==> config.mk <==
export PLATFORM = sky130hd
export DESIGN_NAME = skin_region_locator
export DESIGN_NICKNAME = d
export VERILOG_FILES = /design/src/rtl/skin_pkg.sv /design/src/rtl/seq_divider.sv /design/src/rtl/skin_region_locator.sv
export SDC_FILE = /design/constraint.sdc
export NUM_CORES = 1
export LEC_CHECK = 0
export BUFFER_PORTS_ARGS = -buffer_cell sky130_fd_sc_hd__buf_4
export CAP_MARGIN = 20
export CORE_UTILIZATION = 40
export CTS_BUF_LIST = sky130_fd_sc_hd__clkbuf_8
export CTS_CLUSTER_SIZE = 16
export DETAILED_ROUTE_END_ITERATION = 10
export SETUP_SLACK_MARGIN = 0.15
export SKIP_LAST_GASP = 1
export SLEW_MARGIN = 40
export SYNTH_ARGS = -nofsm -noshare
export SYNTH_HDL_FRONTEND = slang
export SYNTH_HIERARCHICAL = 1
export SYNTH_SLANG_ARGS = --single-unit
==> constraint.sdc <==
create_clock -name iCLK -period 3.6 [get_ports iCLK]
set_input_delay 0.54 -clock iCLK [delete_from_list [all_inputs] [get_ports iCLK]]
set_output_delay 0.54 -clock iCLK [all_outputs]
set_load 0.01 [all_outputs]
==> src/rtl/skin_pkg.sv <==
// Shared widths, FSM state encoding and the published result record for the
// skin region locator.
package skin_pkg;

    localparam int X_W   = 16;
    localparam int Y_W   = 16;
    localparam int CNT_W = 24;
    localparam int SX_W  = X_W + CNT_W;
    localparam int SY_W  = Y_W + CNT_W;

    typedef enum logic [1:0] {
        IDLE    = 2'd0,
        DIV_X   = 2'd1,
        DIV_Y   = 2'd2,
        PUBLISH = 2'd3
    } state_t;

    typedef struct packed {
        logic [CNT_W-1:0] count;
        logic [X_W-1:0]   xMin;
        logic [X_W-1:0]   xMax;
        logic [Y_W-1:0]   yMin;
        logic [Y_W-1:0]   yMax;
        logic [X_W-1:0]   xCent;
        logic [Y_W-1:0]   yCent;
        logic             found;
    } result_t;

endpackage

==> src/rtl/seq_divider.sv <==
// Restoring unsigned divider producing one quotient bit per clock; done_o is a
// single-cycle pulse one cycle after the last iteration.
module seq_divider #(
    parameter int N   = 40,
    parameter int D_W = 24,
    parameter int Q_W = N
) (
    input  logic           clk_i,
    input  logic           rst_i,
    input  logic           start_i,
    input  logic [N-1:0]   dividend_i,
    input  logic [D_W-1:0] divisor_i,
    output logic [Q_W-1:0] quotient_o,
    output logic           done_o
);

    localparam int CW = $clog2(N + 1);

    logic [N-1:0]   quo_q, quo_d;
    logic [D_W:0]   rem_q, rem_d;
    logic [CW-1:0]  cnt_q, cnt_d;
    logic           busy_q, busy_d;
    logic           done_q, done_d;
    logic [D_W+1:0] shifted;
    logic [D_W+1:0] diff;
    logic           fits;

    // The dividend register doubles as the quotient: bits shift out at the top
    // into the partial remainder while quotient bits shift in at the bottom.
    always_comb begin
        quo_d   = quo_q;
        rem_d   = rem_q;
        cnt_d   = cnt_q;
        busy_d  = busy_q;
        done_d  = 1'b0;
        shifted = {rem_q, quo_q[N-1]};
        diff    = shifted - {2'b00, divisor_i};
        fits    = ~diff[D_W+1];
        if (start_i) begin
            quo_d  = dividend_i;
            rem_d  = '0;
            cnt_d  = CW'(N);
            busy_d = 1'b1;
        end else if (busy_q) begin
            rem_d = fits ? diff[D_W:0] : shifted[D_W:0];
            quo_d = {quo_q[N-2:0], fits};
            cnt_d = cnt_q - 1'b1;
            if (cnt_q == CW'(1)) begin
                busy_d = 1'b0;
                done_d = 1'b1;
            end
        end
    end

    always_ff @(posedge clk_i) begin
        if (rst_i) begin
            quo_q  <= '0;
            rem_q  <= '0;
            cnt_q  <= '0;
            busy_q <= 1'b0;
            done_q <= 1'b0;
        end else begin
            quo_q  <= quo_d;
            rem_q  <= rem_d;
            cnt_q  <= cnt_d;
            busy_q <= busy_d;
            done_q <= done_d;
        end
    end

    // The centroid never exceeds the largest coordinate, so truncation is lossless.
    assign quotient_o = quo_q[Q_W-1:0];
    assign done_o     = done_q;

endmodule

==> src/rtl/skin_region_locator.sv <==
// Accumulates a frame's skin mask into count, sums and bounding box, then
// publishes count, bbox and integer centroid while the next frame accumulates.
module skin_region_locator #(
    parameter int X_W        = 16,
    parameter int Y_W        = 16,
    parameter int CNT_W      = 24,
    parameter int MIN_PIXELS = 64
) (
    input  logic             iCLK,
    input  logic             iRST,
    input  logic             iBinary,
    input  logic             iDVAL,
    input  logic [X_W-1:0]   iX_Cont,
    input  logic [Y_W-1:0]   iY_Cont,
    input  logic             iFrame_En,
    output logic [CNT_W-1:0] oCount,
    output logic [X_W-1:0]   oX_Min,
    output logic [X_W-1:0]   oX_Max,
    output logic [Y_W-1:0]   oY_Min,
    output logic [Y_W-1:0]   oY_Max,
    output logic [X_W-1:0]   oX_Cent,
    output logic [Y_W-1:0]   oY_Cent,
    output logic             oFound,
    output logic             oResult_Valid,
    output logic             oBusy,
    output logic             oOverrun
);

    import skin_pkg::*;

    localparam int SUMX_W = X_W + CNT_W;
    localparam int SUMY_W = Y_W + CNT_W;
    localparam int DIV_N  = (SUMX_W > SUMY_W) ? SUMX_W : SUMY_W;
    localparam int Q_W    = (X_W > Y_W) ? X_W : Y_W;

    logic              frameEn_q;
    logic              frameStart, frameEnd, pixelHit, enough;

    logic [CNT_W-1:0]  count_q;
    logic [SUMX_W-1:0] sumX_q;
    logic [SUMY_W-1:0] sumY_q;
    logic [X_W-1:0]    xMin_q, xMax_q;
    logic [Y_W-1:0]    yMin_q, yMax_q;

    logic [CNT_W-1:0]  opCount_q;
    logic [SUMX_W-1:0] opSumX_q;
    logic [SUMY_W-1:0] opSumY_q;
    logic [X_W-1:0]    opXMin_q, opXMax_q;
    logic [Y_W-1:0]    opYMin_q, opYMax_q;
    logic [X_W-1:0]    xCent_q;

    state_t            state_q, state_d;
    logic              startX_q, goDivX;
    logic              overrun_q;
    result_t           result_q, result_d;

    logic              divStart, divDone;
    logic [DIV_N-1:0]  divDividend;
    logic [Q_W-1:0]    divQuot;

    assign frameStart = iFrame_En & ~frameEn_q;
    assign frameEnd   = ~iFrame_En & frameEn_q;
    assign pixelHit   = iFrame_En & iDVAL & iBinary;
    assign enough     = (count_q >= CNT_W'(MIN_PIXELS));

    // Running accumulators; a frame start folds the clear and the first pixel together.
    always_ff @(posedge iCLK) begin
        if (iRST) begin
            frameEn_q <= 1'b0;
            count_q   <= '0;
            sumX_q    <= '0;
            sumY_q    <= '0;
            xMin_q    <= '0;
            xMax_q    <= '0;
            yMin_q    <= '0;
            yMax_q    <= '0;
        end else begin
            frameEn_q <= iFrame_En;
            if (frameStart) begin
                count_q <= pixelHit ? CNT_W'(1) : '0;
                sumX_q  <= pixelHit ? SUMX_W'(iX_Cont) : '0;
                sumY_q  <= pixelHit ? SUMY_W'(iY_Cont) : '0;
                xMin_q  <= pixelHit ? iX_Cont : '1;
                xMax_q  <= pixelHit ? iX_Cont : '0;
                yMin_q  <= pixelHit ? iY_Cont : '1;
                yMax_q  <= pixelHit ? iY_Cont : '0;
            end else if (pixelHit) begin
                if (count_q != '1) begin
                    count_q <= count_q + 1'b1;
                    sumX_q  <= sumX_q + SUMX_W'(iX_Cont);
                    sumY_q  <= sumY_q + SUMY_W'(iY_Cont);
                end
                if (iX_Cont < xMin_q) xMin_q <= iX_Cont;
                if (iX_Cont > xMax_q) xMax_q <= iX_Cont;
                if (iY_Cont < yMin_q) yMin_q <= iY_Cont;
                if (iY_Cont > yMax_q) yMax_q <= iY_Cont;
            end
        end
    end

    // Snapshot frees the accumulators for the next frame; the X quotient waits here for Y.
    always_ff @(posedge iCLK) begin
        if (iRST) begin
            opCount_q <= '0;
            opSumX_q  <= '0;
            opSumY_q  <= '0;
            opXMin_q  <= '0;
            opXMax_q  <= '0;
            opYMin_q  <= '0;
            opYMax_q  <= '0;
            xCent_q   <= '0;
        end else begin
            if (state_q == IDLE && frameEnd) begin
                opCount_q <= count_q;
                opSumX_q  <= sumX_q;
                opSumY_q  <= sumY_q;
                opXMin_q  <= xMin_q;
                opXMax_q  <= xMax_q;
                opYMin_q  <= yMin_q;
                opYMax_q  <= yMax_q;
            end
            if (state_q == DIV_X && divDone) begin
                xCent_q <= divQuot[X_W-1:0];
            end
        end
    end

    always_comb begin
        state_d  = state_q;
        goDivX   = 1'b0;
        result_d = result_q;
        case (state_q)
            IDLE: begin
                if (frameEnd) begin
                    if (enough) begin
                        state_d = DIV_X;
                        goDivX  = 1'b1;
                    end else begin
                        state_d        = PUBLISH;
                        result_d       = '0;
                        result_d.count = count_q;
                    end
                end
            end
            DIV_X: begin
                if (divDone) state_d = DIV_Y;
            end
            DIV_Y: begin
                if (divDone) begin
                    state_d        = PUBLISH;
                    result_d.count = opCount_q;
                    result_d.xMin  = opXMin_q;
                    result_d.xMax  = opXMax_q;
                    result_d.yMin  = opYMin_q;
                    result_d.yMax  = opYMax_q;
                    result_d.xCent = xCent_q;
                    result_d.yCent = divQuot[Y_W-1:0];
                    result_d.found = 1'b1;
                end
            end
            PUBLISH: state_d = IDLE;
            default: state_d = IDLE;
        endcase
    end

    always_ff @(posedge iCLK) begin
        if (iRST) begin
            state_q   <= IDLE;
            startX_q  <= 1'b0;
            overrun_q <= 1'b0;
            result_q  <= '0;
        end else begin
            state_q  <= state_d;
            startX_q <= goDivX;
            result_q <= result_d;
            if (frameEnd && state_q != IDLE) overrun_q <= 1'b1;
        end
    end

    // The Y division is launched in the same cycle the X division reports done.
    assign divStart    = startX_q | ((state_q == DIV_X) & divDone);
    assign divDividend = startX_q ? DIV_N'(opSumX_q) : DIV_N'(opSumY_q);

    seq_divider #(
        .N   (DIV_N),
        .D_W (CNT_W),
        .Q_W (Q_W)
    ) u_divider (
        .clk_i      (iCLK),
        .rst_i      (iRST),
        .start_i    (divStart),
        .dividend_i (divDividend),
        .divisor_i  (opCount_q),
        .quotient_o (divQuot),
        .done_o     (divDone)
    );

    assign oCount        = result_q.count;
    assign oX_Min        = result_q.xMin;
    assign oX_Max        = result_q.xMax;
    assign oY_Min        = result_q.yMin;
    assign oY_Max        = result_q.yMax;
    assign oX_Cent       = result_q.xCent;
    assign oY_Cent       = result_q.yCent;
    assign oFound        = result_q.found;
    assign oResult_Valid = (state_q == PUBLISH);
    assign oBusy         = (state_q == DIV_X) || (state_q == DIV_Y);
    assign oOverrun      = overrun_q;

endmodule

==> impl_results.md, run 1 <==
- Outcome: completed
- Sequential cell area: 0.0110 mm²
- Final Cycle Share: 83.6%
- Setup WS pre-CTS: 431 ps
- Yosys cell types: 81
- Post-synth top area share: 42.7%
- Worst skew pair latency: 710 ps
- Syn_nets: 3242
- Final setup vio count: 0
- Clk slew on worst S/H paths: 60 ps
- Peak supply drop: 0.326 mV
- Multi-input logic area: 0.0135 mm²
- Setup CP Type: flip-flop to flip-flop
- Detailed Route WL: 69.9 mm
- DRC errors left: 0
- Final Cell Area: 0.0295 mm²
- Syn. warnings: 6
- CTS tree: yes
- Via count: 22136
- Post_cts resized: 0
- Worst Path Required: 4160 ps
- Maxcap violations: 0
- Met3 global-route usage: 3.52%
- Vias in the first global route: 21166
- Syn_area_per_cell: 8.40 µm²
- # Post-CTS Setup Buffers: 0
- Core area: 0.0634 mm²
- Post-DR wirelength/cell: 17.2 µm
- Dpl cell area: 0.0276 mm²
- Worst reg2reg setup slack: 590 ps
- Area Overhead vs Synth: 14.3%
- Reg-to-Reg Start: opCount_q[8]
- Starting Density: 40.7%
- Busiest layer in global routing: met2
- Clk_skew: 38.5 ps
- Worst-Margin Slew: 814 ps
- Fin. max-slew vios: 0
- Root Driver: clkbuf_8
- Layout cells sized above 1: 12.8%
- H-tree levels: 3
- Cells after Synth: 3076
- HP Class: input pin to flip-flop
- Critical path endpoint: u_divider/rem_q[20]
- Pwr dens: 489 mW/mm²
- Reg2reg path depth: 12
- Launch point of the worst path: opCount_q[8]
- Grt total ovfl: 0
- IO Count: 161
- Slew HR: 45.7%
- Clock Path Buffers: 3
- Area leader, netlist: dfxtp_1
- M2 GR Usage: 33.0%
- Global-route wire length before repair: 113 mm
- Die Area: 0.0656 mm²
- Critical Path Fanout Max: 25
- Cell row count: 92
- Main synth FF type: dfxtp_1
- Antenna-violating nets left: 0
- Hold WS: 109 ps
- DR vias/cell: 5.44
- Top post-synthesis cells by count: dfxtp_1 (551), nand2_1 (438), nor2_1 (360), a21oi_1 (315), clkbuf_1 (157)
- Total power: 0.0144 W
- Port Buf Inserts: 160
- GRT Overall Usage: 20.9%
- Cts hold-fix bufs: 0
- Period minus WS final: 3010 ps
- Final Wtd Congestion: 0.924
- Initial antenna violation count: 1
- Final Net Count: 3317
- Fin. Hold Viols: 0
- Grt met1 use: 28.7%
- Flops & latches, synth: 551
- Most frequent cell after synthesis: dfxtp_1
- Final worst slack: 589 ps
- Largest net degree at the start of global routing: 138
- Total CTS buffers: 94
- Crit. End Element: flip-flop
- Drt initial violations: 1245
- DRT Pass-1 Iters: 5
- Chip height: 256 µm
- Chip width: 256 µm
- Reg2reg end: u_divider/rem_q[20]
- Fill count: 6116
- Setup TNS: 0 ps
- Leakage: 11.3 nW
- EDFF count, synth: 0
- Asr flop ratio synth: 0%
- FMAX: 0.332 GHz
- Post-Synthesis Cell Area: 0.0258 mm²
- Unrepaired setup endpoints after global routing: no
- Clock sinks: 551
- Seq/Total Area, Yosys: 42.7%
- Top cells by area, synth: dfxtp_1 (43%), nand2_1 (6.4%), a21oi_1 (6.1%), ha_1 (6.1%), nor2_1 (5.2%)
- Detailed placement HPWL: 47.9 mm
- Arr. time, crit path: 3570 ps
- Crit start category: flip-flop
==> routing by layer <==
metal	wire, µm	part of all wire, %
met2	31400	45
met4	1570	2.2
met5	0	0
met3	3660	5.2
met1	33300	48
==> critical path, stage by stage (launching register included) <==
cell and delay (ps):
dfxtp_1 340, inv_1 50, ha_1 390, a21o_1 250
nor2_1 150, nand4b_1 190, nand3_1 120, nand3_1 130
a41oi_2 290, xor2_4 370, buf_12 260, mux2i_1 220
a211oi_1 90
==> logic make-up (layout without fill, tap and decap cells) <==
kind of cell	after synthesis	count (layout)	share of synthesized area [%]
compound gates	760	760	18.9
xor+xnor	108	108	3.69
fa+ha+maj	129	129	6.33
buf+inv	335	482	5.48
flops	551	551	42.7
mux	124	124	5.00
other cells	0	1	0
simple gates	1069	1069	17.9
==> through the flow <==
step                      utilization, %  std cells
final                               46.6       4070
after global routing                46.6       4070
after CTS                           46.6       4069
after detailed placement            43.5       3901
after global placement              43.5       3900
after floorplan                        -       3076
==> state kept, by name (all words and copies together), names as in the netlist, 24 cells and up <==
name,flops
count_q,24
opSumY_q,40
u_divider/quo_q,40
sumY_q,40
u_divider/rem_q,25
oCount,24
opSumX_q,40
sumX_q,40
opCount_q,24
==> area by class of cell <==
class / instances / share of cell area [%]
sequential: 551 / 37.4
clock buffer: 119 / 5.54
tap: 846 / 3.58
inverter: 107 / 1.36
clock inverter: 49 / 1.01
timing repair buffer: 207 / 5.59
multi-input combinational: 2190 / 45.6
antenna: 1 / 0.00847
==> cells in the final DEF, fill, tap and decap left out, drive strengths merged, types with 6 or more instances in the layout <==
cell and instances:
a22oi 107, xnor2 44, buf 207, a211oi 70, xor2 64, and2 12, o21a 8, a311oi 10
nand3 43, o211ai 13, a221oi 15, a21oi 318, and3 21, nand2b 12, mux2i 84, and4 9
nor3 59, clkbuf 119, nand4 55, nor2 361, nand2 439, a21o 51, a22o 32, nor2b 9
a211o 7, o21ai 69, dfxtp 551, inv 147, o31ai 7, nor4 9, or2 8, ha 126
clkinv 6, mux2 40, o21bai 7, or3 16, a31oi 10, o22ai 10
==> worst min-delay path by stage <==
stage / to / cells after the start / start
floorplan: opYMin_q[10] / 2 / yMin_q[10]
global placement: opSumY_q[27] / 2 / opSumY_q[27]
detailed placement: opSumX_q[17] / 2 / opSumX_q[17]
CTS: xMax_q[0] / 2 / iX_Cont[0]
global route: xMax_q[0] / 2 / iX_Cont[0]
finish: xMax_q[0] / 2 / iX_Cont[0]
==> where the power goes <==
part           switching [W]  leakage, nW  internal (W)
combinational        0.00146         5.68      0.000783
clock                0.00259         1.13       0.00312
sequential          0.000149         4.46       0.00633
No activity file was read; power rests on OpenSTA's default activity.
==> inputs of run 2 (changes only) <==
==> constraint.sdc (replaced) <==
create_clock -name iCLK -period 2.9 [get_ports iCLK]
set_input_delay 0.435 -clock iCLK [delete_from_list [all_inputs] [get_ports iCLK]]
set_output_delay 0.435 -clock iCLK [all_outputs]
set_load 0.01 [all_outputs]
==> impl_results.md, run 2 (same netlist as run 1, synthesis figures left out) <==
- Outcome: completed
- Clock sinks: 551
- CP cell instances: inv_1, ha_2, o21a_1, o31a_1, o41ai_2, buf_4, o21ai_1, and4_2, a31oi_4, xnor2_1, mux2i_1, a21oi_1
- Crit-path max cell delay: 350 ps
- Setup TNS: 0 ps
- Antenna-violating nets left: 0
- Root Driver: clkbuf_8
- Worst-Margin Slew: 719 ps
- Clk slew on worst S/H paths: 60 ps
- HP Class: input pin to flip-flop
- Final core utilization: 48.2%
- Worst Path Required: 3450 ps
- Area Overhead vs Synth: 18.2%
- Reg-to-Reg Start: opCount_q[2]
- Via count: 22414
- FMAX: 0.365 GHz
- Cell row count: 92
- Worst skew pair latency: 710 ps
- Initial antenna violation count: 1
- Port Buf Inserts: 160
- Leakage: 11.7 nW
- Arr. time, crit path: 3290 ps
- Maxcap violations: 0
- Critical Path Fanout Max: 5
- Clk_skew: 41.1 ps
- GRT Overall Usage: 21.4%
- Starting Density: 40.7%
- Period minus WS final: 2740 ps
- Post-DR wirelength/cell: 17.4 µm
- IO Count: 161
- Detailed placement HPWL: 48.5 mm
- Peak supply drop: 0.641 mV
- Dpl cell area: 0.0279 mm²
- Detailed Route WL: 71.9 mm
- Fin. Hold Viols: 0
- Total CTS buffers: 94
- Chip height: 256 µm
- Layout cells sized above 1: 16.5%
- Launch point of the worst path: opCount_q[2]
- Clock Path Buffers: 3
- Core area: 0.0634 mm²
- DR vias/cell: 5.41
- Crit start category: flip-flop
- Commonest non-fill, non-tap cells in the layout: dfxtp_1 (531), nand2_1 (437), nor2_1 (358)
- Crit. End Element: flip-flop
- Pwr dens: 584 mW/mm²
- Commonest non-fill, non-tap cell in the layout: dfxtp_1
- Hold Crit Start: iY_Cont[5]
- Hold WS: 49.0 ps
- Vias in the first global route: 21699
- H-tree levels: 3
- Die Area: 0.0656 mm²
- Slew HR: 52.0%
- Grt total ovfl: 0
- Final Wtd Congestion: 0.893
- Fill count: 6112
- CTS tree: yes
- Chip width: 256 µm
- Final setup vio count: 0
- Global-route wire length before repair: 116 mm
- Drt initial violations: 1255
- Fin. max-slew vios: 0
- Crit-path slowest cell: dfxtp_1
- Non-Filler Instances: 4143
- Final Net Count: 3391
- DRC errors left: 0
- Unrepaired setup endpoints after global routing: yes
- Dpl cells: 3934
- Final Cell Area: 0.0305 mm²
- Final Cycle Share: 94.5%
- Largest net degree at the start of global routing: 111
- Setup CP Type: flip-flop to flip-flop
- DRT Pass-1 Iters: 5
## run 2: area by class of cell
| cell class | instances | area [µm²] | share of cell area [%] |
|---|---|---|---|
| clock buffer | 111 | 1530 | 5.00 |
| multi-input combinational | 2190 | 13800 | 45.1 |
| antenna | 2 | 5.00 | 0.0164 |
| sequential | 551 | 11100 | 36.2 |
| timing repair buffer | 281 | 2380 | 7.80 |
| tap | 846 | 1060 | 3.47 |
| inverter | 107 | 402 | 1.31 |
| clock inverter | 55 | 334 | 1.09 |
## run 2: per-stage QoR
| stage | setup slack, ps | power, W |
|---|---|---|
| floorplan | 343 | 0.0101 |
| global route | 45.3 | 0.0187 |
| CTS | 111 | 0.0180 |
| detailed placement | 31.3 | 0.0111 |
| finish | 159 | 0.0178 |
| global placement | 27.1 | 0.0110 |
## run 2: path summary, 6_finish.rpt
| check | depth (start not counted) | end | slack, ps |
|---|---|---|---|
| worst max-delay path | 12 | u_divider/rem_q[23] | 160 |
| worst min-delay path | 2 | yMax_q[5] | 50 |
| worst max register to register | 12 | u_divider/rem_q[23] | 160 |
| worst min register to register | 2 | opSumX_q[17] | 450 |
## run 2: worst max-delay path: cells and delay by family (launching register included)
family          cells  cell delay [ps]
compound gates      6             1070
flops               1              350
fa+ha+maj           1              320
simple gates        1              320
buf+inv             2              230
mux                 1              180
xor+xnor            1              100
## run 2: what timing repair did
item | CTS | global route
gates resized for setup | 42 | 47
pin swaps | 20 | 21
setup buffers | 24 | 10
hold endpoints to repair | 4 | 0
hold buffers | 4 | 0
cloned | 3 | 0
setup endpoints to repair | 6 | 100
## run 2: power breakdown
group | switching, W | internal [W]
Combinational | 0.00183 | 0.00106
Sequential | 0.000189 | 0.00785
Clock | 0.00323 | 0.00367
Total | 0.00525 | 0.0126
## run 2: routing by layer
| metal | vias to the layer above | routed length (µm) | track usage, % |
|---|---|---|---|
| li1 | 11050 | - | - |
| met1 | 10722 | 33900 | 29.2 |
| met2 | 525 | 33200 | 34.8 |
| met3 | 117 | 3380 | 3.49 |
| met4 | 0 | 1500 | 6.27 |
| met5 | - | 0 | 0 |
